<file path="src/rtl/tqvp_prism_timers.sv">
// Countdown-timer bank for the PRISM peripheral: NUM_CNT preloadable
// counters with per-channel auto-reload, sticky zero events (W1C) and a
// maskable level interrupt, programmed over the TinyQV peripheral bus.

module tqvp_prism_timers_lane #(
  parameter int CNT_W = 16
) (
  input  logic             clk,
  input  logic             rst,
  input  logic             halt_i,
  input  logic             ld_i,
  input  logic             dec_i,
  input  logic             arl_i,
  input  logic             pre_we_i,
  input  logic [CNT_W-1:0] pre_wd_i,
  output logic [CNT_W-1:0] count_o,
  output logic             zero_o,
  output logic             evt_o
);
  logic [CNT_W-1:0] cnt_q, cnt_d, pre_q;

  // Next count: halt freezes, load beats dec, the 1->0 step raises the event.
  always_comb begin
    cnt_d = cnt_q;
    evt_o = 1'b0;
    if (!halt_i) begin
      if (ld_i) begin
        cnt_d = pre_q;
      end else if (dec_i) begin
        if (cnt_q > CNT_W'(1)) begin
          cnt_d = cnt_q - CNT_W'(1);
        end else if (cnt_q == CNT_W'(1)) begin
          evt_o = 1'b1;
          cnt_d = arl_i ? pre_q : '0;
        end
      end
    end
  end

  // Count and preload registers; a preload write never touches the count.
  always_ff @(posedge clk or posedge rst) begin
    if (rst) begin
      cnt_q <= '0;
      pre_q <= '0;
    end else begin
      cnt_q <= cnt_d;
      if (pre_we_i) pre_q <= pre_wd_i;
    end
  end

  assign count_o = cnt_q;
  assign zero_o  = (cnt_q == '0);
endmodule

module tqvp_prism_timers #(
  parameter int NUM_CNT = 4,
  parameter int CNT_W   = 16
) (
  input  logic               clk,
  input  logic               rst,
  input  logic               enable,
  input  logic               halt,
  input  logic [NUM_CNT-1:0] load,
  input  logic [NUM_CNT-1:0] dec,
  output logic [NUM_CNT-1:0] zero,
  output logic               irq,
  input  logic [5:0]         address,
  input  logic [31:0]        data_in,
  input  logic [1:0]         data_write_n,
  output logic [31:0]        data_out
);
  logic                            wr32;
  logic [NUM_CNT-1:0][CNT_W-1:0]   count;
  logic [NUM_CNT-1:0]              evt;
  logic [NUM_CNT-1:0]              arl_q, arl_d, ien_q, ien_d, status_q, status_d, w1c;
  logic                            unused_bits;

  // Narrow bus writes are dropped entirely.
  assign wr32 = (data_write_n == 2'b10);

  genvar g;
  generate
    for (g = 0; g < NUM_CNT; g++) begin : g_lane
      tqvp_prism_timers_lane #(.CNT_W(CNT_W)) u_lane (
        .clk      (clk),
        .rst      (rst),
        .halt_i   (halt),
        .ld_i     (load[g] & enable),
        .dec_i    (dec[g]),
        .arl_i    (arl_q[g]),
        .pre_we_i (wr32 && (address == 6'(4 * g))),
        .pre_wd_i (data_in[CNT_W-1:0]),
        .count_o  (count[g]),
        .zero_o   (zero[g]),
        .evt_o    (evt[g])
      );
    end
  endgenerate

  // CTRL/STATUS next state; a fresh event overrides a same-cycle clear.
  always_comb begin
    arl_d = arl_q;
    ien_d = ien_q;
    w1c   = '0;
    if (wr32 && address == 6'h20) begin
      arl_d = data_in[NUM_CNT-1:0];
      ien_d = data_in[8 +: NUM_CNT];
    end
    if (wr32 && address == 6'h24) w1c = data_in[NUM_CNT-1:0];
    status_d = (status_q & ~w1c) | evt;
  end

  // CTRL and STATUS registers.
  always_ff @(posedge clk or posedge rst) begin
    if (rst) begin
      arl_q    <= '0;
      ien_q    <= '0;
      status_q <= '0;
    end else begin
      arl_q    <= arl_d;
      ien_q    <= ien_d;
      status_q <= status_d;
    end
  end

  // Combinational read mux; unmapped addresses and unstored bits read 0.
  always_comb begin
    data_out = '0;
    for (int i = 0; i < NUM_CNT; i++) begin
      if (address == 6'(4 * i)) data_out[CNT_W-1:0] = count[i];
    end
    if (address == 6'h20) begin
      data_out[NUM_CNT-1:0]  = arl_q;
      data_out[8 +: NUM_CNT] = ien_q;
    end
    if (address == 6'h24) data_out[NUM_CNT-1:0] = status_q;
  end

  assign irq = |(status_q & ien_q);

  // Bus bits this configuration does not store.
  assign unused_bits = ^data_in;
endmodule

</file>
<file path="config.mk">
export PLATFORM = sky130hd
export DESIGN_NAME = tqvp_prism_timers
export DESIGN_NICKNAME = d
export VERILOG_FILES = /design/src/rtl/tqvp_prism_timers.sv
export SDC_FILE = /design/constraint.sdc
export NUM_CORES = 1
export LEC_CHECK = 0
export ABC_AREA = 1
export CAP_MARGIN = 10
export CORE_ASPECT_RATIO = 0.6
export CORE_UTILIZATION = 30
export CTS_CLUSTER_SIZE = 20
export DETAILED_ROUTE_END_ITERATION = 8
export PLACE_DENSITY_LB_ADDON = 0.25
export SETUP_SLACK_MARGIN = 0.02
export SLEW_MARGIN = 0
export SYNTH_ARGS = -nofsm -noshare
export SYNTH_HDL_FRONTEND = slang
export SYNTH_SLANG_ARGS = --single-unit
</file>
<file path="constraint.sdc">
create_clock -name clk -period 5.45 [get_ports clk]
set_clock_uncertainty 0.15 [all_clocks]
set_input_delay 0.8175 -clock clk [delete_from_list [all_inputs] [get_ports clk]]
set_output_delay 0.8175 -clock clk [all_outputs]
set_load 0.005 [all_outputs]
</file>
==> metrics.txt <==
post-synth top area share=38.9%; Hold Crit Class=flip-flop to flip-flop; Setup CP Type=primary input to primary output; first-pass GRT wire length=46100 um; Data arrival, critical path=3.08 ns; Area Growth Syn to Fin=15.5%; Antenna Cells=0; Total Neg Setup Slack=0 ns; Syn Inst Count=between 1000 and 1500; number of global-route vias before repair=approximately 7700; total global routing overflow=0; Pleak=5.18 nW; crit start category=primary input; die area=30700 um2; antenna viol nets, final=0; top-count cell post-synth=nand2_1; status=finished, final reports clean; library cells used by synthesis=36; setup violators final=0; CTS Hold Bufs=0; R2R cell count=11; setup bufs post-CTS=0; FFs w/ async S/R, synth=100%; GP Congestion=0.949; Die H=136 um; final period utilization=74.3%; max-cap viol count=0; count of final max-slew check failures=0; Worst R2R Setup Slack=approximately 2.7 ns; hold path depth=2; wire per inst=16.8 um; share of layout cells above drive strength 1=~7.3%; worst vdd ir=189 uV; initial antenna violation count=1; Core ar.=29100 um2; ys flop type=dfrtp_1; Worst Hold Launch=g_lane[2].u_lane.pre_q[14]$_DFFE_PP0P_; commonest cells in the netlist=nand2_1 (483), nor2_1 (179), dfrtp_1 (140), inv_1 (128), o21ai_0 (93); Fmax=roughly 250 MHz; hold path endpoint=g_lane[2].u_lane.pre_q[14]$_DFFE_PP0P_; Global Route Usage Sum=20.4%; clock sinks=140; Root Buffer=clkbuf_16; largest net degree at the start of global routing=a little over 80; Worst EP required=4.48 ns; reg-to-reg endpoint=g_lane[1].u_lane.count_o[15]$_DFFE_PP0P_; crit-path max FO=11; worst r2r src=g_lane[1].u_lane.count_o[0]$_DFFE_PP0P_; Clock transition at path regs=~0.06 ns; top post-synthesis cells by area=dfrtp_1 (39%), nand2_1 (20%), nor2_1 (7.5%); Syn. warnings=0; TritonCTS Buffers=17; clk buf depth=2; Initial Util=30.9%; Netlist Area Pre-Place=approximately 9000 um2; Max-slew headroom=32.5%; DR pass1 iterations=5; Post-synth EDFFs=0; DRC violations left=0; Rows=48; Final Hold Vio Count=0; nets@finish=1430; Yosys top cell by area=dfrtp_1; routed via count=8432; measured slew at the worst slew-check pin=1.01 ns; Post-DP HPWL=between 20000 and 25000 um; Clock Latency Late Sink=0.45 ns; Port Buffers=56; RSZ-0062 raised after global routing=false; IO Count=between 80 and 90; post-CTS sizing=0; Tmin final=slightly above 4 ns; post-synthesis sequential area ratio=38.9%; final WL=about 30000 um; CTS tree=yes; H-tree levels=4; Worst Setup End Kind=primary output; 1st-iter DRT viols=slightly below 900; Die W=226 um; vias per inst=4.74; P per Cell Area=333 nW/um2; Avg Cell Area, Syn=between 6 and 7 um2; Final Power=approximately 0.0035 W; flops & latches, synth=140
==> area by class of cell <==
cell class              instances  area [um2]
flip-flops and latches        140        3500
well taps                     400         500
clock buffers                  20         467
repair buffers                 58         576
inverters                     131         497
multi-input cells            1018        4670
fillers                      3151       18700
clock inverters                12         186
==> state kept, by name (all words and copies together), names as in the netlist <==
name and cells:
arl_q 4, g_lane.u_lane.count_o 64, g_lane.u_lane.pre_q 64, ien_q 4, status_q 4
==> how the worst max path moves through the flow <==
stage | start | slack, ns | end | cells after the start
after floorplan | rst | 0.73 | arl_q[0]$_DFFE_PP0P_ | 1
after global placement | address[4] | 1.47 | data_out[2] | 9
after detailed placement | address[4] | 1.42 | data_out[4] | 7
after CTS | address[4] | 1.42 | data_out[2] | 9
after global routing | address[4] | 1.32 | data_out[2] | 9
final | address[4] | 1.40 | data_out[2] | 9
==> layout by cell type (no fill, tap or decap), drive strengths merged, types with 20 or more instances in the layout <==
| cell | n |
|---|---|
| nand2 | 510 |
| nand3 | 81 |
| nand4 | 29 |
| inv | 132 |
| nor2 | 205 |
| clkbuf | 20 |
| o21ai | 102 |
| dfrtp | 140 |
| clkdlybuf4s50 | 56 |
==> worst max-delay path: stages <==
cell and delay, ns:
clkdlybuf4s50_1 0.54, nor2_2 0.20, nand3_1 0.24, inv_1 0.32, nand2_1 0.08, o21ai_0 0.15, a21oi_1 0.07, nand4_1 0.13
clkdlybuf4s50_1 0.53
==> cell families after synthesis <==
group / after synthesis / synth area share, %
xor gates and xnor gates: 6 / 0.584
and+or+nand+nor: 846 / 40.8
adders and majority gates: 12 / 1.67
buffers and inverters: 189 / 9.80
AOI/OAI and AO/OA: 138 / 8.21
other: 1 / 0.0416
DFF: 140 / 38.9
==> through the flow <==
stage	hold slack [ns]	worst slack (ns)	std cells	util (%)	area, um2
after floorplan	0.303	0.730	1347	-	9060
after global placement	0.318	1.47	1747	33.5	9750
after detailed placement	0.323	1.42	1747	33.5	9750
after CTS	0.339	1.42	1779	35.7	10400
after global routing	0.357	1.32	1779	35.7	10400
final	0.336	1.40	1779	35.7	10400
==> where the power goes <==
| group | switching, W | internal, W | leakage [nW] |
|---|---|---|---|
| Sequential | 0.000212 | 0.00117 | 1.83 |
| Combinational | 0.000502 | 0.000264 | 3.04 |
| Clock | 0.000508 | 0.000806 | 0.309 |
| Total | 0.00122 | 0.00224 | 5.18 |
==> per-layer routing <==
metal / global-route usage, % / vias to the layer above / wire [um]
met5: 0 / - / 0
met4: 5.59 / 0 / 484
met3: 5.40 / 30 / 2430
met2: 26.4 / 272 / 11300
met1: 32.0 / 3894 / 15800
li1: - / 4236 / -
(Power assumes the default switching activity.)
